[src/rtl/uart_pkg.sv]
// Shared UART definitions (TX state encoding, frame constants) used by transmitter and receiver.
// The TX_PARITY state exists only when UART_TX_PARITY_EN is defined.
package uart_pkg;

  localparam int UART_DATA_BITS    = 8;
  localparam int UART_CLKS_PER_BIT = 434;

  typedef enum logic [2:0] {
    TX_IDLE  = 3'd0,
    TX_START = 3'd1,
    TX_DATA  = 3'd2,
`ifdef UART_TX_PARITY_EN
    TX_PARITY = 3'd3,
`endif
    TX_STOP  = 3'd4
  } tx_state_e;

endpackage

[src/rtl/uart_tx_sync_fifo.sv]
// Single-clock FIFO with push/pop/count. A push while full or a pop while empty is ignored.
module uart_tx_sync_fifo #(
  parameter int DEPTH = 4,
  parameter int WIDTH = 8
) (
  input  logic                     clk_i,
  input  logic                     rst_n_i,
  input  logic                     push_i,
  input  logic [WIDTH-1:0]         data_i,
  input  logic                     pop_i,
  output logic [WIDTH-1:0]         data_o,
  output logic [$clog2(DEPTH):0]   count_o,
  output logic                     empty_o,
  output logic                     full_o
);

  localparam int AW = $clog2(DEPTH);
  localparam logic [AW:0]   FULL_CNT = (AW+1)'(DEPTH);
  localparam logic [AW-1:0] PTR_ONE  = 1;
  localparam logic [AW:0]   CNT_ONE  = 1;

  logic [WIDTH-1:0] mem_q [DEPTH];
  logic [AW-1:0]    wr_q, wr_d, rd_q, rd_d;
  logic [AW:0]      cnt_q, cnt_d;
  logic             do_push, do_pop;

  assign full_o  = (cnt_q == FULL_CNT);
  assign empty_o = (cnt_q == '0);
  assign do_push = push_i && !full_o;
  assign do_pop  = pop_i && !empty_o;
  assign data_o  = mem_q[rd_q];
  assign count_o = cnt_q;

  always_comb begin
    wr_d  = do_push ? wr_q + PTR_ONE : wr_q;
    rd_d  = do_pop  ? rd_q + PTR_ONE : rd_q;
    cnt_d = cnt_q;
    case ({do_push, do_pop})
      2'b10:   cnt_d = cnt_q + CNT_ONE;
      2'b01:   cnt_d = cnt_q - CNT_ONE;
      default: cnt_d = cnt_q;
    endcase
  end

  always_ff @(posedge clk_i) begin
    if (!rst_n_i) begin
      wr_q  <= '0;
      rd_q  <= '0;
      cnt_q <= '0;
    end else begin
      wr_q  <= wr_d;
      rd_q  <= rd_d;
      cnt_q <= cnt_d;
    end
  end

  // Storage is not reset: the pointers alone define what is valid.
  always_ff @(posedge clk_i) begin
    if (do_push) mem_q[wr_q] <= data_i;
  end

endmodule

[src/rtl/uart_tx_fifo.sv]
// UART transmitter with input FIFO; frames go out back-to-back while bytes are queued.
// Define UART_TX_PARITY_EN to insert an even-parity bit between data and stop.
//
// state     | meaning
// TX_IDLE   | line high, waiting for a queued byte
// TX_START  | start bit (low)
// TX_DATA   | 8 data bits, LSB first
// TX_PARITY | even parity of the data byte (UART_TX_PARITY_EN only)
// TX_STOP   | stop bit (high); pops the next byte on its last cycle
module uart_tx_fifo
  import uart_pkg::*;
#(
  parameter int CLKS_PER_BIT = UART_CLKS_PER_BIT,
  parameter int FIFO_DEPTH   = 4
) (
  input  logic                        clk,
  input  logic                        rst_n,
  input  logic [UART_DATA_BITS-1:0]   in_data,
  input  logic                        in_valid,
  output logic                        in_ready,
  output logic                        tx,
  output logic                        busy,
  output logic                        tx_done,
  output logic [$clog2(FIFO_DEPTH):0] fifo_count
);

  localparam logic [11:0] BIT_LAST  = 12'(CLKS_PER_BIT - 1);
  localparam logic [2:0]  DATA_LAST = 3'(UART_DATA_BITS - 1);

  tx_state_e                 state_q, state_d;
  logic [11:0]               cnt_q, cnt_d;
  logic [2:0]                bit_q, bit_d;
  logic [UART_DATA_BITS-1:0] frame_q, frame_d;
  logic                      tx_q, tx_d;
  logic                      done_q, done_d;
  logic                      pop, fifo_empty, fifo_full, bit_end;
  logic [UART_DATA_BITS-1:0] fifo_head;

  uart_tx_sync_fifo #(
    .DEPTH (FIFO_DEPTH),
    .WIDTH (UART_DATA_BITS)
  ) u_fifo (
    .clk_i   (clk),
    .rst_n_i (rst_n),
    .push_i  (in_valid && in_ready),
    .data_i  (in_data),
    .pop_i   (pop),
    .data_o  (fifo_head),
    .count_o (fifo_count),
    .empty_o (fifo_empty),
    .full_o  (fifo_full)
  );

  assign in_ready = !fifo_full;
  assign bit_end  = (cnt_q == BIT_LAST);
  assign tx       = tx_q;
  assign tx_done  = done_q;
  assign busy     = (state_q != TX_IDLE) || !fifo_empty;

  always_comb begin
    state_d = state_q;
    cnt_d   = bit_end ? '0 : cnt_q + 12'd1;
    bit_d   = bit_q;
    frame_d = frame_q;
    tx_d    = tx_q;
    done_d  = 1'b0;
    pop     = 1'b0;
    case (state_q)
      TX_IDLE: begin
        tx_d  = 1'b1;
        cnt_d = '0;
        if (!fifo_empty) begin
          pop     = 1'b1;
          frame_d = fifo_head;
          tx_d    = 1'b0;
          state_d = TX_START;
        end
      end
      TX_START: begin
        if (bit_end) begin
          bit_d   = '0;
          tx_d    = frame_q[0];
          state_d = TX_DATA;
        end
      end
      TX_DATA: begin
        if (bit_end) begin
          if (bit_q == DATA_LAST) begin
            bit_d   = '0;
`ifdef UART_TX_PARITY_EN
            tx_d    = ^frame_q;
            state_d = TX_PARITY;
`else
            tx_d    = 1'b1;
            state_d = TX_STOP;
`endif
          end else begin
            bit_d = bit_q + 3'd1;
            tx_d  = frame_q[bit_q + 3'd1];
          end
        end
      end
`ifdef UART_TX_PARITY_EN
      TX_PARITY: begin
        if (bit_end) begin
          tx_d    = 1'b1;
          state_d = TX_STOP;
        end
      end
`endif
      TX_STOP: begin
        if (bit_end) begin
          done_d = 1'b1;
          // Chain straight into the next start bit so queued frames have no gap.
          if (!fifo_empty) begin
            pop     = 1'b1;
            frame_d = fifo_head;
            tx_d    = 1'b0;
            state_d = TX_START;
          end else begin
            tx_d    = 1'b1;
            state_d = TX_IDLE;
          end
        end
      end
      default: begin
        tx_d    = 1'b1;
        cnt_d   = '0;
        state_d = TX_IDLE;
      end
    endcase
  end

  always_ff @(posedge clk) begin
    if (!rst_n) begin
      state_q <= TX_IDLE;
      cnt_q   <= '0;
      bit_q   <= '0;
      frame_q <= '0;
      tx_q    <= 1'b1;
      done_q  <= 1'b0;
    end else begin
      state_q <= state_d;
      cnt_q   <= cnt_d;
      bit_q   <= bit_d;
      frame_q <= frame_d;
      tx_q    <= tx_d;
      done_q  <= done_d;
    end
  end

endmodule

[config.mk]
export PLATFORM = sky130hd
export DESIGN_NAME = uart_tx_fifo
export DESIGN_NICKNAME = d
export VERILOG_FILES = /design/src/rtl/uart_pkg.sv /design/src/rtl/uart_tx_sync_fifo.sv /design/src/rtl/uart_tx_fifo.sv
export SDC_FILE = /design/constraint.sdc
export NUM_CORES = 1
export LEC_CHECK = 0
export ABC_AREA = 1
export BUFFER_PORTS_ARGS = -buffer_cell sky130_fd_sc_hd__buf_4
export CORE_UTILIZATION = 57
export DETAILED_ROUTE_END_ITERATION = 10
export MAX_ROUTING_LAYER = met4
export PLACE_DENSITY = 0.75
export SETUP_SLACK_MARGIN = 0.02
export SKIP_CTS_REPAIR_TIMING = 1
export SLEW_MARGIN = 20
export SYNTH_ARGS = -nofsm -noshare
export SYNTH_HDL_FRONTEND = slang
export SYNTH_HIERARCHICAL = 1
export SYNTH_SLANG_ARGS = --single-unit
[constraint.sdc]
create_clock -name clk -period 2.95 [get_ports clk]
set_input_delay 0.59 -clock clk [delete_from_list [all_inputs] [get_ports clk]]
set_output_delay 0.59 -clock clk [all_outputs]
set_load 0.02 [all_outputs]
### After elaboration in Yosys (flattened, before gate mapping)

Memory sizes are Yosys's and may differ from the RTL's. A register that Yosys moved wholly into a read port is not among the register bits.
Index checks and enable logic that the tools add are counted.

* add/sub/neg operators: 6
* $lt $le $gt $ge: 1
* equality and inequality tests: 13
* muxes and demuxes: 31
* bitwise logic cells: 2
* reductions and logical operators: 19

Operators with widths (count)
* $mux W3: 8
* $mux W8: 2
* $pmux W8 S2: 1
* $add A12 B1 Y12 const B: 1
* $eq A12 B9 Y1 const B: 1
* $mux W1: 12
* $pmux W3 S2: 2
* $pmux W3 S4: 1
* $ne A2 B2 Y1 const B: 5
* $eq A3 B3 Y1 const B: 3
* $add A3 B1 Y3 const B: 2
* $logic_not A3 Y1: 2
* $reduce_and A3 Y1: 2
* $reduce_bool A2 Y1: 3
* $reduce_or A3 Y1: 2
* $reduce_and A5 Y1: 1
* $add A2 B1 Y2 const B: 2
* $lt A3 B4 Y1 const B: 1
* $mux W2: 2
* $pmux W1 S4: 1
* $reduce_and A2 Y1: 2
* $bmux W1 S3: 1
* $eq A3 B1 Y1 const B: 1
* $eq A3 B2 Y1 const B: 1
* other kinds (9): 13

* bits in registers: 35
* RAM bits: 32
* input bits: 11
* word-level logic and storage cells: 82
* memories kept: 1

Memories
* u_fifo.mem_q: words 4, bits a word 8, read ports 1, clocked after memory_dff 1, write ports 1, RTL line uart_tx_sync_fifo.sv:22 `logic [WIDTH-1:0] mem_q [DEPTH];`

### Depth between registers and ports, before layout

Gate-level depths: netlist (run 1).

* word-level depth: 7
* mapped depth: 19
* depth with buffers taken out: 19

### By module

Netlist (run 1), hierarchy kept.

By module, submodules not included
* uart_tx_sync_fifo: instances 1, cells each 146, area each 1691.6 sq um
* uart_tx_fifo: instances 1, cells each 200, area each 1475.2 sq um

### Worst setup path after synthesis (run 1)

OpenSTA, ideal clock, no wires.

* path kind: flip-flop to flip-flop
* from: register cnt_q[0]
* to: register u_fifo.cnt_q[2] (netlist: u_fifo/count_o[2])
* library setup time: 0.113 ns
* data arrival time: 2.036 ns
* setup slack: 0.801 ns
* cell stages (with the launch flop): 19
* buffers on the path: 0
* cell sequence: dfxtp_1 ha_1 nand2_1 nor2_4 nand3_4 nand2_4 nand2_8 clkinv_8 nand2_1 inv_1 ha_1 inv_1 fa_1 inv_1 nand2_1 nand3_1 nand2_1 nand2_1 nor2_1

* longest elaborated chain between the ends: 6
* elaborated cells on any way between the ends: 8
* those cells by class: eq/ne (3); mux (3); reduce/logical (2)

Ends and longest elaborated chain
* start, declared: RTL line uart_tx_fifo.sv:31 `logic [11:0] cnt_q, cnt_d;`
* start signal, assigned: RTL line uart_tx_fifo.sv:144 `cnt_q <= cnt_d;`
* $eq A12 B9 Y1 (*): RTL line uart_tx_fifo.sv:55 `assign bit_end = (cnt_q == BIT_LAST);`
* $mux W1 (*): RTL line uart_tx_fifo.sv:112 `if (bit_end) begin`
* $pmux W1 S2 (*): RTL line uart_tx_fifo.sv:68 `case (state_q)`
* named net pop: RTL line uart_tx_fifo.sv:36 `logic pop, fifo_empty, fifo_full, bit_end;`
* $logic_and A1 B1 Y1 (*): RTL line uart_tx_sync_fifo.sv:30 `assign do_pop = pop_i && !empty_o;`
* named net u_fifo.do_pop: RTL line uart_tx_sync_fifo.sv:25 `logic do_push, do_pop;`
* $eq A2 B1 Y1 or $eq A2 B2 Y1 (tied branches): RTL line uart_tx_sync_fifo.sv:38 `case ({do_push, do_pop})`
* $pmux W3 S2 or $reduce_bool A2 Y1 (tied branches)
* end signal, assigned: RTL line uart_tx_sync_fifo.sv:53 `cnt_q <= cnt_d;`
* end, declared: RTL line uart_tx_sync_fifo.sv:24 `logic [AW:0] cnt_q, cnt_d;`

Mark *: on every way through the listed nets, which the timed path passes. The rest lies on a longest branch.
A chain may end at the register's enable or synchronous reset.

### Final worst setup path (run 1)

Ends and elaborated chain as after synthesis.

==> summary.md, run 1 <==
| Metric | Value |
|---|---|
| Fmax | 0.433 GHz |
| Initial antenna violation count | 0 |
| Final setup violation count | 0 |
| Clk buf depth | 2 |
| Cts bufs inserted | 9 |
| Largest net degree at the start of global routing | 19 |
| Critical path class | flip-flop to flip-flop |
| # diodes | 0 |
| ANT nets after route | 0 |
| Clk slew on worst S/H paths | 0.07 ns |
| YS warnings | 6 |
| Post-DP HPWL | around 4.0 mm |
| Commonest non-fill, non-tap cell in the layout | nor2_1 |
| Synth unique cells | 32 |
| Max VDD drop | about 0.50 mV |
| Max-slew headroom | 47.9% |
| Die W | 76.5 µm |
| Final WL | 5.49 mm |
| Clock Latency Late Sink | 0.34 ns |
| Share of layout cells above drive strength 1 | 17.7% |
| Vias in the first global route | 2188 |
| H-tree levels | 3 |
| Via count of the routed design | roughly 2300 |
| Worst reg2reg startpoint | cnt_q[0] |
| Hold slack | 0.451 ns |
| Syn Nets | 367 |
| Gpl congestion | 0.839 |
| Nets | 394 |
| Global-route wire length before repair | just under 10 mm |
| WP data required | between 3 and 4 ns |
| WL/cell | 12.3 µm |
| Worst slew pin tran | roughly 0.78 ns |
| #FFs+latches synth | between 60 and 70 |
| Port bufs | 17 |
| Max Cap Violations | 0 |
| Filler cell count | 445 |
| Fin crit period | about 2.3 ns |
| Min-delay src | in_data[3] |
| Final period util | 78.3% |
| DRC viols | 0 |
| CP Launch Point | cnt_q[0] |
| Area Growth Syn to Fin | 12.8% |
| Skew final | around 0.0060 ns |
| Post-route setup TNS | 0 ns |
| Leakage | 1.43 nW |
| Vias per Instance | 5.10 |
| Initial core utilization | 60.5% |
| Die height | 76.5 µm |
| Power per cell area | ~860 nW/µm² |
| Status | completed |
| DIE AREA | 5860 µm² |
| Syn Area/Cell | 9.15 µm² |
| Worst Path Max Fanout | 11 |
| Initial DRC count | between 70 and 80 |
| Final Hold Viols | 0 |
| Sequential area share after synthesis | a little over half |
| Hold WC Path Type | primary input to flip-flop |
| Critical Path AT | roughly 2.6 ns |
| Commonest non-fill, non-tap cells in the layout | 61 x nor2_1, 47 x nand2_1, 43 x inv_1, 37 x dfxtp_1, 32 x edfxtp_1 |
| CP Launch Type | flip-flop |
| Mapped Cells | ~350 |
| Clock Sinks | 69 |
| Total congestion overflow | 0 |
| All-Layer GR Usage | about 22% |
| Slew Viols, Final | 0 |
| Mapped Area | about 3200 µm² |
| CP endpoint kind | flip-flop |
| Placement Rows | 26 |
| I/O Pins | 18 |
| Root Driver | clkbuf_8 |
| RSZ-0062 raised after global routing | no |
| CTS tree | yes |
| Core box area | 5240 µm² |
| First-pass DRT Iterations | 4 |
==> path summary, 6_finish.rpt <==
check                       endpoint  slack [ns]  cells after the start
setup / recovery   u_fifo/count_o[2]        0.64                     18
hold / removal    u_fifo/mem_q[1][3]        0.45                      1
setup reg to reg   u_fifo/count_o[2]        0.64                     18
hold reg to reg             cnt_q[0]        0.47                      1
==> cells in the mapped netlist <==
cell      number  share of area [%]
nor2_2         3               0.59
nor2_4         3                1.1
nand3_2        4                1.3
xor2_1         6                1.7
o21ai_0       16                2.5
nand3_1       19                3.0
buf_1          1               0.12
nand2_2        7                1.4
clkinv_8       1               0.51
nand2_4        2               0.71
o21ai_1        9                1.4
nor2_8         1               0.63
nand2_1       47                5.6
ha_1           9                3.6
o22ai_1        9                1.8
o21ai_2        3               0.83
inv_1         43                5.1
edfxtp_1      32                 30
nand3b_1       2               0.47
nand2_8        1               0.63
nand4_1        3               0.59
buf_4          1               0.24
nor3_1         3               0.47
nor3_2         1               0.32
a21oi_1       12                1.9
buf_6          2               0.71
or2_1          1               0.20
nor2_1        61                7.2
inv_2          5               0.59
fa_1           1               0.63
dfxtp_1       37                 23
nand3_4        1               0.55
==> flip-flops by register name, indices dropped and copies added (netlist names), named ones only <==
| signal | cells |
|---|---|
| u_fifo/mem_q | 32 |
| cnt_q | 12 |
| frame_q | 8 |
| bit_q | 3 |
| state_q | 3 |
| u_fifo/count_o | 3 |
| u_fifo/rd_q | 2 |
| u_fifo/wr_q | 2 |
| tx | 1 |
| tx_done | 1 |
==> through the flow <==
stage | util (%) | cells | power (W) | worst slack (ns) | area [µm²]
after global routing | 68.2 | 448 | 0.00329 | 0.327 | 3570
after CTS | 68.2 | 448 | 0.00309 | 0.621 | 3570
after floorplan | - | 346 | 0.00209 | 0.801 | 3170
final | 68.2 | 448 | 0.00306 | 0.639 | 3570
after global placement | 64.4 | 432 | 0.00230 | 0.726 | 3370
after detailed placement | 64.4 | 432 | 0.00233 | 0.630 | 3370
==> power by group <==
part,total (W),switching [W],leakage (nW),internal [W]
Clock,0.000750,0.000353,0.0971,0.000397
Sequential,0.00128,0.000122,0.595,0.00116
Combinational,0.00102,0.000660,0.738,0.000363
Total,0.00306,0.00114,1.43,0.00192
==> worst max-delay path, stage by stage, from the launching register on <==
cell and delay, ns:
dfxtp_1 0.38, ha_1 0.18, nand2_1 0.09, nor2_4 0.12
nand3_4 0.12, nand2_4 0.10, nand2_8 0.08, clkinv_8 0.07
nand2_1 0.07, inv_1 0.07, ha_1 0.16, inv_1 0.07
fa_1 0.38, inv_1 0.06, nand2_1 0.05, nand3_1 0.08
nand2_1 0.05, nand2_1 0.05, nor2_1 0.04
==> routing by layer <==
layer,GRT usage (%),up-vias,routed length (µm)
li1,-,1184,-
met1,26.1,1030,2500
met5,-,-,0
met2,35.3,56,2630
met3,7.43,14,261
met4,9.42,0,107
==> layout make-up <==
type                    count  area [µm²]  area share [%]
clock inverters             6        72.6            2.03
well taps                  70        87.6            2.45
clock buffers              10         128            3.57
multi-input cells         224        1230            34.6
inverters                  49         196            5.50
repair buffers             20         150            4.20
flip-flops and latches     69        1700            47.7
==> kinds of logic after synthesis <==
logic type	synth area share (%)
xor+xnor	1.66
buf+inv	7.27
compound gates	8.46
fa+ha+maj	4.19
simple gates	24.7
flops	53.7
No activity file was read; power rests on OpenSTA's default activity.
==> run 2: changes to the inputs <==
Settings changed: ABC_AREA 1 to 0.
Clock period 2.95 ns to 2.4 ns, I/O delays scaled along.
==> summary.md, run 2 <==
| Metric | Value |
|---|---|
| Vias per Instance | 5.30 (was 5.10) |
| DIE AREA | 5720 µm² (was 5860 µm²) |
| Clock Latency Late Sink | 0.34 ns (about the same) |
| Largest regs | u_fifo/mem_q: 32 flops, cnt_q: 12 flops, frame_q: 8 flops (unchanged) |
| Area Growth Syn to Fin | 19.0% (was 12.8%) |
| Syn Nets | 271 (was 367) |
| Synth unique cells | 47 (was 32) |
| CP Launch Type | flip-flop (unchanged) |
| Worst Path Max Fanout | 2 (was 11) |
| WL/cell | 14.2 µm (was 12.3 µm) |
| Design area | 3680 µm² (was 3570 µm²) |
| M3 GR Usage | 4.76% (was 7.43%) |
| Leakage | 1.31 nW (was 1.43 nW) |
| Core Util, Final | 71.1% (was 68.2%) |
| Placed Cells | 352 (was 432) |
| Share of layout cells above drive strength 1 | 30.1% (was 17.7%) |
| Syn Area/Cell | 12.4 µm² (was 9.15 µm²) |
| Main synth FF type | dfxtp_1 (unchanged) |
| H-tree levels | 3 (unchanged) |
| Commonest non-fill, non-tap cells in the layout | 45 x buf_4, 35 x dfxtp_1, 32 x edfxtp_1, 27 x nand2_1, 16 x nor2_1 (was 61 x nor2_1, 47 x nand2_1, 43 x inv_1, 37 x dfxtp_1, 32 x edfxtp_1) |
| Clock Sinks | 69 (unchanged) |
| WP data required | 2.68 ns (was 3.19 ns) |
| Die height | 75.6 µm (was 76.5 µm) |
| Largest register by flop count | u_fifo/mem_q (unchanged) |
| Final cell count without fillers | 369 (was 448) |
| Power per cell area | 995 nW/µm² (was 857 nW/µm²) |
| Initial core utilization | 59.7% (was 60.5%) |
| Max-slew headroom | 63.1% (was 47.9%) |
| DRC viols | 0 (unchanged) |
| First-pass DRT Iterations | 4 (unchanged) |
| GRT Max-Usage Layer | met2 (unchanged) |
| Placement Setup Slack | -0.207 ns (was 0.630 ns) |
| Skew final | 0.0123 ns (was 0.00602 ns) |
| Post-synth EDFFs | 32 (unchanged) |
| Worst slew pin tran | 0.553 ns (was 0.779 ns) |
| Vias in the first global route | 1820 (was 2188) |
| YS warnings | 6 (unchanged) |
| Fmax | 0.387 GHz (was 0.433 GHz) |
| Max VDD drop | 0.870 mV (was 0.504 mV) |
| Post-DP Area | 3460 µm² (was 3370 µm²) |
| Final WL | 5.24 mm (was 5.49 mm) |
| Hold slack | 0.335 ns (was 0.451 ns) |
| Post-DP HPWL | 3.60 mm (was 3.98 mm) |
| Hold WC Path Type | primary input to flip-flop (unchanged) |
| GRT met1 Usage | 25.9% (was 26.1%) |
| All-Layer GR Usage | 21.3% (was 22.4%) |
| Global-route wire length before repair | 8.34 mm (was 9.78 mm) |
| Gpl congestion | 0.740 (was 0.839) |
| RSZ-0062 raised after global routing | yes (was no) |
| ANT nets after route | 0 (unchanged) |
| Clk buf depth | 2 (unchanged) |
| Root Driver | clkbuf_8 (unchanged) |
| Slew Viols, Final | 0 (unchanged) |
| Final period util | 108% (was 78.3%) |
| Nets | 315 (was 394) |
| #FFs+latches synth | 69 (unchanged) |
| Critical Path AT | 2.87 ns (was 2.55 ns) |
| Placement Rows | 26 (unchanged) |
| Top cells by count, synth | 37 x dfxtp_1, 32 x edfxtp_1, 27 x nand2_1 (was 61 x nor2_1, 47 x nand2_1, 43 x inv_1) |
| Cts bufs inserted | 9 (unchanged) |
| Max Cap Violations | 0 (unchanged) |
| # diodes | 0 (unchanged) |
| Commonest non-fill, non-tap cell in the layout | buf_4 (was nor2_1) |
| Initial DRC count | 67 (was 78) |
| Fin crit period | 2.59 ns (was 2.31 ns) |
| Number of flip-flops in the largest register | 32 (unchanged) |
| Most frequent cell after synthesis | dfxtp_1 (was nor2_1) |
| Final Hold Viols | 0 (unchanged) |
| Mapped Area | 3090 µm² (was 3170 µm²) |
| Area leader, netlist | edfxtp_1 (unchanged) |
| Core box area | 5170 µm² (was 5240 µm²) |
| Synth top area share | 31.1% (was 30.3%) |
| Setup slack after layout | -0.186 ns (was 0.639 ns) |
| Initial antenna violation count | 0 (unchanged) |
| CTS tree | yes (unchanged) |
| CP endpoint kind | flip-flop (unchanged) |
| Synth async-reset ratio | 0% (unchanged) |
| Final setup violation count | 3 (was 0) |
| Port bufs | 17 (unchanged) |
| Failing checks | negative setup slack |
| Status | complete, but fails checks (was completed) |
| Global Route met2 Usage | 33.9% (was 35.3%) |
| Area contributors post-synth | edfxtp_1 31%, dfxtp_1 24%, mux4_2 5.8% (was edfxtp_1 30%, dfxtp_1 23%, nor2_1 7.2%) |
| Clk slew on worst S/H paths | 0.08 ns (was 0.07 ns) |
| Sequential area share after synthesis | 55.1% (was 53.7%) |
| Mapped Cells | 250 (was 346) |
| Largest net degree at the start of global routing | 30 (was 19) |
| I/O Pins | 18 (unchanged) |
| Total congestion overflow | 0 (unchanged) |
| Die W | 75.6 µm (was 76.5 µm) |
| Via count of the routed design | 1955 (was 2284) |
| Critical path class | flip-flop to flip-flop (unchanged) |
run 2: cell types whose count changed after synthesis, moves of 8 or more:
cell	change
nand3_1	-11
o21ai_1	-9
o21ai_0	-8
o22ai_1	-9
mux4_2	+8
xnor2_1	+10
mux2i_1	+10
nand2_1	-20
nor2_1	-45
inv_1	-32
run 2: kinds of logic (layout without fill, tap and decap cells):
| family | Yosys count | count (layout) | synth area share (%) |
|---|---|---|---|
| AOI/OAI and AO/OA | 22 | 22 | 5.22 |
| xor gates and xnor gates | 14 | 14 | 3.97 |
| adders and majority gates | 10 | 10 | 4.29 |
| and+or+nand+nor | 89 | 89 | 16.3 |
| muxes | 21 | 21 | 11.1 |
| DFF | 69 | 69 | 55.1 |
| buffers and inverters | 25 | 74 | 4.01 |
run 2: path summary, 6_finish.rpt:
kind	endpoint	cells after the start	slack (ns)	start
setup / recovery	u_fifo/count_o[2]	12	-0.19	cnt_q[1]
hold reg to reg	frame_q[2]	2	0.46	frame_q[2]
setup reg to reg	u_fifo/count_o[2]	12	-0.19	cnt_q[1]
hold / removal	u_fifo/mem_q[1][5]	1	0.34	in_data[5]
run 2: report_power, final:
group	internal [W]	switching (W)
sequential	0.00144	0.000134
combinational	0.000601	0.000553
clock	0.000480	0.000452
total	0.00252	0.00114
run 2: metal layers:
layer | part of all wire (%) | vias up
met2 | 47 | 26
met1 | 49 | 938
met5 | 0 | -
met4 | 1.9 | 0
li1 | - | 982
met3 | 2.4 | 9
run 2: worst max-delay path, cell delays in order (launching register included):
cell and delay (ns):
dfxtp_2 0.33, inv_2 0.05, ha_4 0.11, nor4b_4 0.25, nand3_4 0.13, a2111oi_4 0.33
nor2b_4 0.24, ha_4 0.15, inv_2 0.03, fa_2 0.32, xor2_1 0.15, or3_1 0.32
a21boi_1 0.12
run 2: through the flow:
| step | TNS [ns] | total power, W |
|---|---|---|
| after floorplan | -0.439 | 0.00241 |
| after global placement | -0.134 | 0.00271 |
| after detailed placement | -0.258 | 0.00273 |
| after CTS | -0.369 | 0.00367 |
| after global routing | -0.659 | 0.00385 |
| final | -0.237 | 0.00366 |
run 2: final cells by class:
type / instances / area, µm²
Tap cell: 70 / 87.6
Clock buffer: 9 / 124
Clock inverter: 7 / 76.3
Multi-Input combinational cell: 156 / 1300
Timing Repair Buffer: 45 / 338
Inverter: 13 / 48.8
Fill cell: 362 / 1500
Sequential cell: 69 / 1700
==> run 3: changes to the inputs <==
Settings changed: CELL_PAD_IN_SITES_DETAIL_PLACEMENT from default to 0, CELL_PAD_IN_SITES_GLOBAL_PLACEMENT from default to 1, CORE_UTILIZATION 57 to 49, PLACE_DENSITY 0.75 to default, PLACE_DENSITY_LB_ADDON from default to 0.1, RECOVER_POWER from default to 50.
==> summary.md, run 3 (synthesized netlist as in run 2, its figures left out) <==
| Metric | Value |
|---|---|
| Sw Ratio | 30.9% (was 31.1%) |
| Root Driver | clkbuf_8 (unchanged) |
| Final cell count without fillers | 374 (was 369) |
| CTS tree | yes (unchanged) |
| Final setup violation count | 2 (was 3) |
| Worst slew pin tran | 0.559 ns (was 0.553 ns) |
| Slew Viols, Final | 0 (unchanged) |
| Skew final | 0.00912 ns (was 0.0123 ns) |
| Crit-path cells | inv_2 -> ha_4 -> nor4b_4 -> nand3_4 -> a2111oi_4 -> nor2b_4 -> ha_4 -> inv_2 -> fa_2 -> xor2_1 -> or3_1 -> a21boi_1 (unchanged) |
| Filler cell count | 514 (was 362) |
| Commonest non-fill, non-tap cells in the layout | 35 x dfxtp_1, 32 x buf_4, 32 x edfxtp_1, 27 x nand2_1, 16 x nor2_1 (was 45 x buf_4, 35 x dfxtp_1, 32 x edfxtp_1, 27 x nand2_1, 16 x nor2_1) |
| # diodes | 0 (unchanged) |
| Final Hold Viols | 0 (unchanged) |
| Clock Sinks | 69 (unchanged) |
| RSZ-0062 raised after global routing | yes (unchanged) |
| ANT nets after route | 0 (unchanged) |
| Critical path class | flip-flop to flip-flop (unchanged) |
| Initial core utilization | 51.6% (was 59.7%) |
| CP top delay family | simple AND/OR/NAND/NOR gates (unchanged) |
| Max incr delay on CP | 0.33 ns (about the same) |
| Leakage | 1.27 nW (was 1.31 nW) |
| Post-DP HPWL | 3.68 mm (was 3.60 mm) |
| Die W | 81.4 µm (was 75.6 µm) |
| Commonest non-fill, non-tap cell in the layout | dfxtp_1 (was buf_4) |
| Clock Latency Late Sink | 0.33 ns (was 0.34 ns) |
| Final WL | 5.21 mm (was 5.24 mm) |
| Fin crit period | 2.60 ns (was 2.59 ns) |
| Clk buf depth | 2 (unchanged) |
| First-pass DRT Iterations | 4 (unchanged) |
| Global-route wire length before repair | 8.83 mm (was 8.34 mm) |
| Via count of the routed design | 1940 (was 1955) |
| Placed Cells | 357 (was 352) |
| CP Launch Type | flip-flop (unchanged) |
| Reg power frac | 43.0% (about the same) |
| Post-route setup TNS | -0.247 ns (was -0.237 ns) |
| Final period util | 108% (about the same) |
| WP data required | 2.67 ns (was 2.68 ns) |
| Status | complete, but fails checks (unchanged) |
| Initial antenna violation count | 0 (unchanged) |
| Initial DRC count | 75 (was 67) |
| CP endpoint kind | flip-flop (unchanged) |
| Clock Power Share | 25.5% (about the same) |
| Vias in the first global route | 1886 (was 1820) |
| Vias per Instance | 5.19 (was 5.30) |
| DIE AREA | 6630 µm² (was 5720 µm²) |
| Number of flip-flops in the largest register | 32 (unchanged) |
| Internal | 0.00251 W (was 0.00252 W) |
| Max VDD drop | 0.579 mV (was 0.870 mV) |
| Max-slew headroom | 62.7% (was 63.1%) |
| Hold WC Path Type | primary input to flip-flop (unchanged) |
| Setup slack after layout | -0.195 ns (was -0.186 ns) |
| Failing checks | negative setup slack (unchanged) |
| Largest net degree at the start of global routing | 30 (unchanged) |
| CP max stage cell | dfxtp_2 (unchanged) |
| DRC viols | 0 (unchanged) |
| Largest regs | u_fifo/mem_q: 32 flops, cnt_q: 12 flops, frame_q: 8 flops (unchanged) |
| Worst Path Max Fanout | 3 (was 2) |
| Share of layout cells above drive strength 1 | 26.1% (was 30.1%) |
| Sw Pwr | 0.00112 W (was 0.00114 W) |
| Placement Rows | 28 (was 26) |
| Nets | 315 (unchanged) |
| Cts bufs inserted | 9 (unchanged) |
| Logic pwr share | 31.4% (was 31.5%) |
| Area Growth Syn to Fin | 17.8% (was 19.0%) |
| I/O Pins | 18 (unchanged) |
| Hold slack | 0.403 ns (was 0.335 ns) |
| Gpl congestion | 0.759 (was 0.740) |
| Max Cap Violations | 0 (unchanged) |
| Power per cell area | 999 nW/µm² (was 995 nW/µm²) |
| Largest register by flop count | u_fifo/mem_q (unchanged) |
| Fmax | 0.385 GHz (was 0.387 GHz) |
| WL/cell | 13.9 µm (was 14.2 µm) |
| Core box area | 5990 µm² (was 5170 µm²) |
| Worst path bufs/invs | 2 (unchanged) |
| Critical Path AT | 2.86 ns (was 2.87 ns) |
| Total congestion overflow | 0 (unchanged) |
| All-Layer GR Usage | 18.9% (was 21.3%) |
| Die height | 81.4 µm (was 75.6 µm) |
| Clk slew on worst S/H paths | 0.08 ns (about the same) |
| Port bufs | 17 (unchanged) |
| H-tree levels | 3 (unchanged) |
[run 3: cell count changes in the layout (fill, tap and decap cells not counted), sizes merged]
cell,delta
inv,+1
clkinvlp,-1
clkbuf,+13
buf,-13
[run 3: layout make-up]
cell class | instances | area, µm² | area share (%)
inverter | 13 | 48.8 | 1.34
clock inverter | 7 | 75.1 | 2.06
multi-input combinational | 156 | 1300 | 35.8
timing repair buffer | 45 | 289 | 7.94
clock buffer | 9 | 124 | 3.40
tap | 75 | 93.8 | 2.58
sequential | 69 | 1700 | 46.8
[run 3: worst register-to-register path, stage by stage (launching register included)]
cell and delay, ns:
dfxtp_2 0.33, inv_2 0.06, ha_4 0.11, nor4b_4 0.25, nand3_4 0.14, a2111oi_4 0.33
nor2b_4 0.24, ha_4 0.15, inv_2 0.03, fa_2 0.32, xor2_1 0.15, or3_1 0.30
a21boi_1 0.12
[run 3: through the flow]
stage	area, µm²	setup WS, ns	util (%)	power [W]
6_report	3640	-0.195	60.7	0.00363
5_1_grt	3640	-0.384	60.7	0.00386
3_5_place_dp	3460	-0.204	57.8	0.00272
3_3_place_gp	3460	-0.166	57.8	0.00271
2_1_floorplan	3110	-0.283	-	0.00241
4_1_cts	3660	-0.264	61.1	0.00366
[run 3: path summary, 6_finish.rpt]
| kind | start | endpoint | slack [ns] | depth (start not counted) |
|---|---|---|---|---|
| setup / recovery | cnt_q[1] | u_fifo/count_o[2] | -0.20 | 12 |
| hold reg to reg | frame_q[6] | frame_q[6] | 0.46 | 2 |
| hold / removal | in_data[5] | u_fifo/mem_q[3][5] | 0.40 | 1 |
| setup reg to reg | cnt_q[1] | u_fifo/count_o[2] | -0.20 | 12 |
[run 3: power groups by stage]
| stage | clock (W) | sequential [W] | combinational (W) |
|---|---|---|---|
| floorplan | 0 | 0.00157 | 0.000836 |
| global placement | 0 | 0.00159 | 0.00112 |
| detailed placement | 0 | 0.00160 | 0.00112 |
| CTS | 0.000962 | 0.00157 | 0.00113 |
| global route | 0.00100 | 0.00159 | 0.00127 |
| finish | 0.000928 | 0.00156 | 0.00114 |
[run 3: metal layers]
metal	track usage (%)	share of wire, %	up-vias
met1	22.7	47	921
met3	3.71	2.6	8
met5	-	0	-
met2	30.4	48	26
li1	-	-	985
met4	9.11	1.8	0
